### src/rtl/mc_pkg.sv
// Shared types and encodings for the multi-cycle MIPS-lite sequencing controller.
package mc_pkg;

  localparam int unsigned STATE_W = 4;
  localparam int unsigned OP_W    = 6;
  localparam int unsigned CNT_W   = 16;

  typedef enum logic [STATE_W-1:0] {
    FETCH  = 4'd0,
    DECODE = 4'd1,
    MEMADR = 4'd2,
    MEMRD  = 4'd3,
    MEMWB  = 4'd4,
    MEMWR  = 4'd5,
    EXEC   = 4'd6,
    RWB    = 4'd7,
    BRANCH = 4'd8,
    JUMP   = 4'd9,
    BALRNV = 4'd10
  } state_t;

  localparam logic [OP_W-1:0] OP_RTYPE  = 6'b000000;
  localparam logic [OP_W-1:0] OP_LW     = 6'b100011;
  localparam logic [OP_W-1:0] OP_SW     = 6'b101011;
  localparam logic [OP_W-1:0] OP_BEQ    = 6'b000100;
  localparam logic [OP_W-1:0] OP_J      = 6'b000010;
  localparam logic [OP_W-1:0] OP_BALRNV = 6'b101111;

  localparam logic [1:0] ALUB_RT    = 2'b00;
  localparam logic [1:0] ALUB_FOUR  = 2'b01;
  localparam logic [1:0] ALUB_IMM   = 2'b10;
  localparam logic [1:0] ALUB_IMMSH = 2'b11;

  localparam logic [1:0] PCS_ALU    = 2'b00;
  localparam logic [1:0] PCS_ALUOUT = 2'b01;
  localparam logic [1:0] PCS_JUMP   = 2'b10;
  localparam logic [1:0] PCS_RS     = 2'b11;

  localparam logic [1:0] ALUOP_ADD   = 2'b00;
  localparam logic [1:0] ALUOP_SUB   = 2'b01;
  localparam logic [1:0] ALUOP_FUNCT = 2'b10;

endpackage

### src/rtl/mc_outdec.sv
// Combinational control-output decoder: Moore outputs per state, with the
// FETCH handshake (mem_ready) and BALRNV overflow gating (v_flag) folded in.
module mc_outdec
  import mc_pkg::*;
(
  input  logic [STATE_W-1:0] state,
  input  logic               mem_ready,
  input  logic               v_flag,
  input  logic               rst_n,
  output logic               pcwrite,
  output logic               pcwritecond,
  output logic               iord,
  output logic               memread,
  output logic               memwrite,
  output logic               irwrite,
  output logic               regdst,
  output logic               memtoreg,
  output logic               regwrite,
  output logic               link,
  output logic               alusrca,
  output logic [1:0]         alusrcb,
  output logic [1:0]         aluop,
  output logic [1:0]         pcsource
);

  // Per-state output decode; write strobes are held off while in reset
  always_comb begin
    pcwrite     = 1'b0;
    pcwritecond = 1'b0;
    iord        = 1'b0;
    memread     = 1'b0;
    memwrite    = 1'b0;
    irwrite     = 1'b0;
    regdst      = 1'b0;
    memtoreg    = 1'b0;
    regwrite    = 1'b0;
    link        = 1'b0;
    alusrca     = 1'b0;
    alusrcb     = ALUB_RT;
    aluop       = ALUOP_ADD;
    pcsource    = PCS_ALU;
    case (state)
      FETCH: begin
        memread = 1'b1;
        alusrcb = ALUB_FOUR;
        irwrite = mem_ready;
        pcwrite = mem_ready;
      end
      DECODE: alusrcb = ALUB_IMMSH;
      MEMADR: begin
        alusrca = 1'b1;
        alusrcb = ALUB_IMM;
      end
      MEMRD: begin
        memread = 1'b1;
        iord    = 1'b1;
      end
      MEMWB: begin
        regwrite = 1'b1;
        memtoreg = 1'b1;
      end
      MEMWR: begin
        memwrite = 1'b1;
        iord     = 1'b1;
      end
      EXEC: begin
        alusrca = 1'b1;
        aluop   = ALUOP_FUNCT;
      end
      RWB: begin
        regdst   = 1'b1;
        regwrite = 1'b1;
      end
      BRANCH: begin
        alusrca     = 1'b1;
        aluop       = ALUOP_SUB;
        pcwritecond = 1'b1;
        pcsource    = PCS_ALUOUT;
      end
      JUMP: begin
        pcwrite  = 1'b1;
        pcsource = PCS_JUMP;
      end
      BALRNV: begin
        if (!v_flag) begin
          regwrite = 1'b1;
          link     = 1'b1;
          regdst   = 1'b1;
          pcwrite  = 1'b1;
          pcsource = PCS_RS;
        end
      end
      default: ;
    endcase
    if (!rst_n) begin
      pcwrite     = 1'b0;
      pcwritecond = 1'b0;
      irwrite     = 1'b0;
      regwrite    = 1'b0;
      memwrite    = 1'b0;
    end
  end

endmodule

### src/rtl/mc_control.sv
// Multi-cycle MIPS-lite sequencer: state machine, retired-instruction counter
// and sticky illegal-opcode flag; control outputs come from mc_outdec.
module mc_control
  import mc_pkg::*;
(
  input  logic               clk,
  input  logic               rst_n,
  input  logic [OP_W-1:0]    opcode,
  input  logic               zout,
  input  logic               v_flag,
  input  logic               mem_ready,
  output logic               pcwrite,
  output logic               pcwritecond,
  output logic               iord,
  output logic               memread,
  output logic               memwrite,
  output logic               irwrite,
  output logic               regdst,
  output logic               memtoreg,
  output logic               regwrite,
  output logic               link,
  output logic               alusrca,
  output logic [1:0]         alusrcb,
  output logic [1:0]         aluop,
  output logic [1:0]         pcsource,
  output logic [STATE_W-1:0] state,
  output logic               err,
  output logic [CNT_W-1:0]   instret
);

  state_t             state_q;
  state_t             next_state;
  logic               retire;
  logic               illegal;
  logic               err_q;
  logic [CNT_W-1:0]   instret_q;

  // zout is consumed by the datapath's conditional PC load, not by sequencing
  logic unused_zout;
  assign unused_zout = zout;

  // State register
  always_ff @(posedge clk or negedge rst_n) begin
    if (!rst_n) state_q <= FETCH;
    else        state_q <= next_state;
  end

  // Next-state logic, plus retire/illegal strobes for the exit edge
  always_comb begin
    next_state = FETCH;
    retire     = 1'b0;
    illegal    = 1'b0;
    case (state_q)
      FETCH:  next_state = mem_ready ? DECODE : FETCH;
      DECODE: begin
        case (opcode)
          OP_RTYPE:     next_state = EXEC;
          OP_LW, OP_SW: next_state = MEMADR;
          OP_BEQ:       next_state = BRANCH;
          OP_J:         next_state = JUMP;
          OP_BALRNV:    next_state = BALRNV;
          default: begin
            next_state = FETCH;
            illegal    = 1'b1;
            retire     = 1'b1;
          end
        endcase
      end
      MEMADR: next_state = (opcode == OP_SW) ? MEMWR : MEMRD;
      MEMRD:  next_state = mem_ready ? MEMWB : MEMRD;
      MEMWB:  begin
        next_state = FETCH;
        retire     = 1'b1;
      end
      MEMWR:  begin
        next_state = mem_ready ? FETCH : MEMWR;
        retire     = mem_ready;
      end
      EXEC:   next_state = RWB;
      RWB, BRANCH, JUMP, BALRNV: begin
        next_state = FETCH;
        retire     = 1'b1;
      end
      default: next_state = FETCH;
    endcase
  end

  // Retired-instruction counter (wraps) and sticky illegal-opcode flag
  always_ff @(posedge clk or negedge rst_n) begin
    if (!rst_n) begin
      instret_q <= '0;
      err_q     <= 1'b0;
    end else begin
      if (retire)  instret_q <= instret_q + CNT_W'(1);
      if (illegal) err_q     <= 1'b1;
    end
  end

  // Control output decode
  mc_outdec u_outdec (
    .state       (state_q),
    .mem_ready   (mem_ready),
    .v_flag      (v_flag),
    .rst_n       (rst_n),
    .pcwrite     (pcwrite),
    .pcwritecond (pcwritecond),
    .iord        (iord),
    .memread     (memread),
    .memwrite    (memwrite),
    .irwrite     (irwrite),
    .regdst      (regdst),
    .memtoreg    (memtoreg),
    .regwrite    (regwrite),
    .link        (link),
    .alusrca     (alusrca),
    .alusrcb     (alusrcb),
    .aluop       (aluop),
    .pcsource    (pcsource)
  );

  assign state   = state_q;
  assign err     = err_q;
  assign instret = instret_q;

endmodule
### config.mk
export PLATFORM = sky130hd
export DESIGN_NAME = mc_control
export DESIGN_NICKNAME = d
export VERILOG_FILES = /design/src/rtl/mc_pkg.sv /design/src/rtl/mc_outdec.sv /design/src/rtl/mc_control.sv
export SDC_FILE = /design/constraint.sdc
export NUM_CORES = 1
export LEC_CHECK = 0
export BUFFER_PORTS_ARGS = -buffer_cell sky130_fd_sc_hd__buf_2
export CELL_PAD_IN_SITES_DETAIL_PLACEMENT = 0
export CELL_PAD_IN_SITES_GLOBAL_PLACEMENT = 1
export CORE_ASPECT_RATIO = 0.5
export CORE_MARGIN = 1
export CORE_UTILIZATION = 39
export CTS_CLUSTER_SIZE = 30
export DETAILED_ROUTE_END_ITERATION = 10
export PLACE_DENSITY = 0.94
export SKIP_CTS_REPAIR_TIMING = 1
export SLEW_MARGIN = 5
export SYNTH_ARGS = -nofsm -noshare
export SYNTH_HDL_FRONTEND = slang
export SYNTH_HIERARCHICAL = 1
export SYNTH_SLANG_ARGS = --single-unit
### constraint.sdc
create_clock -name clk -period 3.46 [get_ports clk]
set_input_delay 0.692 -clock clk [delete_from_list [all_inputs] [get_ports clk]]
set_output_delay 0.692 -clock clk [all_outputs]
set_load 0.1 [all_outputs]
==> metrics.md <==
| Metric | Value |
|---|---|
| Metal1 wirelength | ~1600 um |
| Failing checks | DRC |
| Worst relative slew slack | 0.5021 |
| Ys async rst share | 1.000 |
| Crit path cell chain | nand2b_4, or3_1, a21boi_2, buf_2 |
| H-Tree Depth | 1 |
| Top layer in use | met3 |
| Port Buf Inserts | 47 |
| Max Fanout on Critical Path | 19 |
| Setup WS pre-CTS | around 0.96 ns |
| Placed insts | between 200 and 250 |
| Worst Tran Pin Value | 0.7468 ns |
| Comb pwr share | 0.643 |
| Post-synth top flop | dfrtp_1 |
| Top cell type by total area after synthesis | dfrtp_1 |
| Worst setup margin | around 0.66 ns |
| Longest Clk Path Bufs | 2 |
| Crit-path slowest cell | dfrtp_1 |
| Routability-driven placement congestion ratio | between 0.7 and 0.8 |
| Pwr/cell area | around 900 mW/mm^2 |
| Startpoint types | flip-flop |
| Worst path bufs/invs | 1 |
| Root Buffer | clkbuf_8 |
| Sequential power share | 0.254 |
| Post-Syn Area | about 0.0014 mm^2 |
| Post-detail-place hpwl | 2193 um |
| Largest net degree at the start of global routing | 25 |
| Syn Inst Count | around 160 |
| First-pass GRT wire length | between 5000 and 6000 um |
| Hold Crit Class | in2async |
| Post-synth top area share | 0.3717 |
| Skew final | about 0.0024 ns |
| Total gr overflow | 0 |
| Synthesis warning total | 6 |
| Sink Count | 21 |
| F_max | about 0.36 GHz |
| Initial antenna violation count | 0 |
| Met2 Wirelength | 1440 um |
| Critical path arrival | approximately 2.1 ns |
| R2R Setup Slk | 1.18 ns |
| Synthesis-stage register bit count | 21 |
| Die area | approximately 0.0039 mm^2 |
| 1st-pass router iterations | 9 |
| WL final | 3095 um |
| Mean routed wirelength per cell | between 10 and 15 um |
| Max VDD drop | around 0.00054 V |
| I/O pin cnt | 49 |
| Minimum clock period | 2.799 ns |
| Worst-path clk slew | roughly 0.080 ns |
| Number of diodes | 0 |
| Hold Violations, Final | 0 |
| Sequential share of the synthesized area | 0.3717 |
| Vias in the first global route | 1,111 |
| P_sw | around 1.0 mW |
| Net Count, Synth | around 170 |
| Top post-synthesis cells by area | dfrtp_1, xnor2_1, nand4_1, nor3_1, and3_1 |
| Global-route usage over all layers | 0.1669 |
| Final net count | about 210 |
| Core ar. | approximately 0.0035 mm^2 |
| Max stage delay on crit path | a little under 0.8 ns |
| Net switching fraction of the power | 0.6349 |
| Pins Over Slew Limit | 0 |
| Die extent in x | 87.15 um |
| Fraction of final layout cells sized beyond drive strength 1 | 0.3550 |
| Crit. End Element | primary output |
| Family with the most delay on the worst path | flip-flops |
| Iter 0 DRT Violations | just over 50 |
| Num CTS Buffers | 3 |
| Internal power | between 0.5 and 0.6 mW |
| Period utilization | 0.8091 |
| Clock Power Share | 0.103 |
| Syn Area/Cell | 9.063 um^2 |
| Setup violators final | 0 |
| LEAKAGE | around 0.81 nW |
| Met3 wire len | 94 um |
| CTS tree | built |
| Via density | 5.287 |
| Starting Density | 0.4094 |
| Maxcap violations | 0 |
| CP Data Required Time | 2.77 ns |
| Drc violations | 4 |
| Skew-Pair Late Insertion Delay | 0.26 ns |
| Die height | 44.58 um |
| Post-route ant nets | 0 |
| RSZ-0062 raised after global routing | no |
| Number of synthesized flops with an enable pin | 0 |
| Layout Area Growth over Synthesis | 25.04% |
| Num rows | 15 |
| Post-synthesis cell type count | between 40 and 50 |
| Routed via count | between 1,000 and 1,500 |
| Total power draw | 1.605 mW |
| Kind of critical path | reg2out |
| Status | finished with violations |
| Non-Filler Instances | around 250 |
## logic make-up (layout without fill, tap and decap cells)
| family | count (synthesis) | count (layout) | synth area share |
|---|---|---|---|
| DFF | 21 | 21 | 0.3717 |
| buffers and inverters | 10 | 54 | 0.04425 |
| muxes | 2 | 2 | 0.01593 |
| AOI/OAI and AO/OA | 28 | 28 | 0.1310 |
| xor gates and xnor gates | 17 | 17 | 0.1053 |
| adders and majority gates | 1 | 1 | 0.008848 |
| and+or+nand+nor | 77 | 77 | 0.3230 |
## synthesized netlist by cell type (all sizes together), types with 2 or more instances
| cell type | instances |
|---|---|
| xnor2 | 16 |
| a21oi | 8 |
| nand2b | 3 |
| nor2b | 5 |
| inv | 2 |
| dfrtp | 21 |
| clkbuf | 2 |
| nand2 | 7 |
| nor3 | 11 |
| nand4 | 9 |
| and2 | 3 |
| nor2 | 9 |
| and3 | 8 |
| nor3b | 5 |
| or3 | 2 |
| mux2 | 2 |
| buf | 6 |
| o21ai | 10 |
| nand3 | 7 |
| nand3b | 2 |
## metal layers
metal  GRT usage  vias to the layer above
met2      0.2740                       25
li1            -                      653
met5           0                        -
met4     0.02951                        0
met3     0.03918                        0
met1      0.2300                      649
## final cells by class
type	instances	area, um^2
Clock buffer	3	41.29
Clock inverter	1	7.507
Fill cell	344	1685
Inverter	2	7.507
Multi-Input combinational cell	125	878.3
Sequential cell	21	526.8
Tap cell	51	63.81
Timing Repair Buffer	48	242.7
## flip-flops by register name (all words and copies together) (netlist names)
signal,flops
state,4
err,1
instret,16
## cells in the final DEF (no fill, tap or decap), types with 2 or more instances in the layout
cell / instances
a21oi_1: 6
a21oi_2: 2
and2_1: 3
and3_1: 8
buf_2: 47
clkbuf_8: 3
dfrtp_1: 20
inv_1: 2
nand2_1: 7
nand2b_1: 2
nand3_1: 7
nand3b_1: 2
nand4_1: 9
nor2_1: 8
nor2b_1: 5
nor3_1: 6
nor3_2: 4
nor3b_1: 3
nor3b_2: 2
o21ai_0: 8
o21ai_1: 2
or3_1: 2
xnor2_1: 16
## power groups by stage
stage	logic (mW)	clock network (mW)	registers, mW
after global placement	1.03	0	0.408
final	1.03	0.165	0.408
after detailed placement	1.03	0	0.412
after floorplan	0.618	0	0.697
after CTS	1.04	0.171	0.407
after global routing	1.08	0.184	0.424
## per-stage QoR
step | hold WS [ns] | setup TNS [ns] | area [um^2] | utilization
finish | 0.2599 | 0 | 1768 | 0.5120
global route | 0.2646 | 0 | 1768 | 0.5120
CTS | 0.2615 | 0 | 1768 | 0.5120
detailed placement | 0.4434 | 0 | 1719 | 0.4978
global placement | 0.4478 | 0 | 1719 | 0.4978
floorplan | 0.3964 | -1.721 | 1468 | -
## worst paths after layout
kind | from | to | cells after the start
min reg2reg | err | err | 1
max reg2reg | state[0] | instret[1] | 4
min | rst_n | state[2] | 1
max in group asynchronous | rst_n | instret[1] | 2
min in group clk | err | err | 1
max | state[3] | regdst | 4
Power figures use the tool's default switching activity.
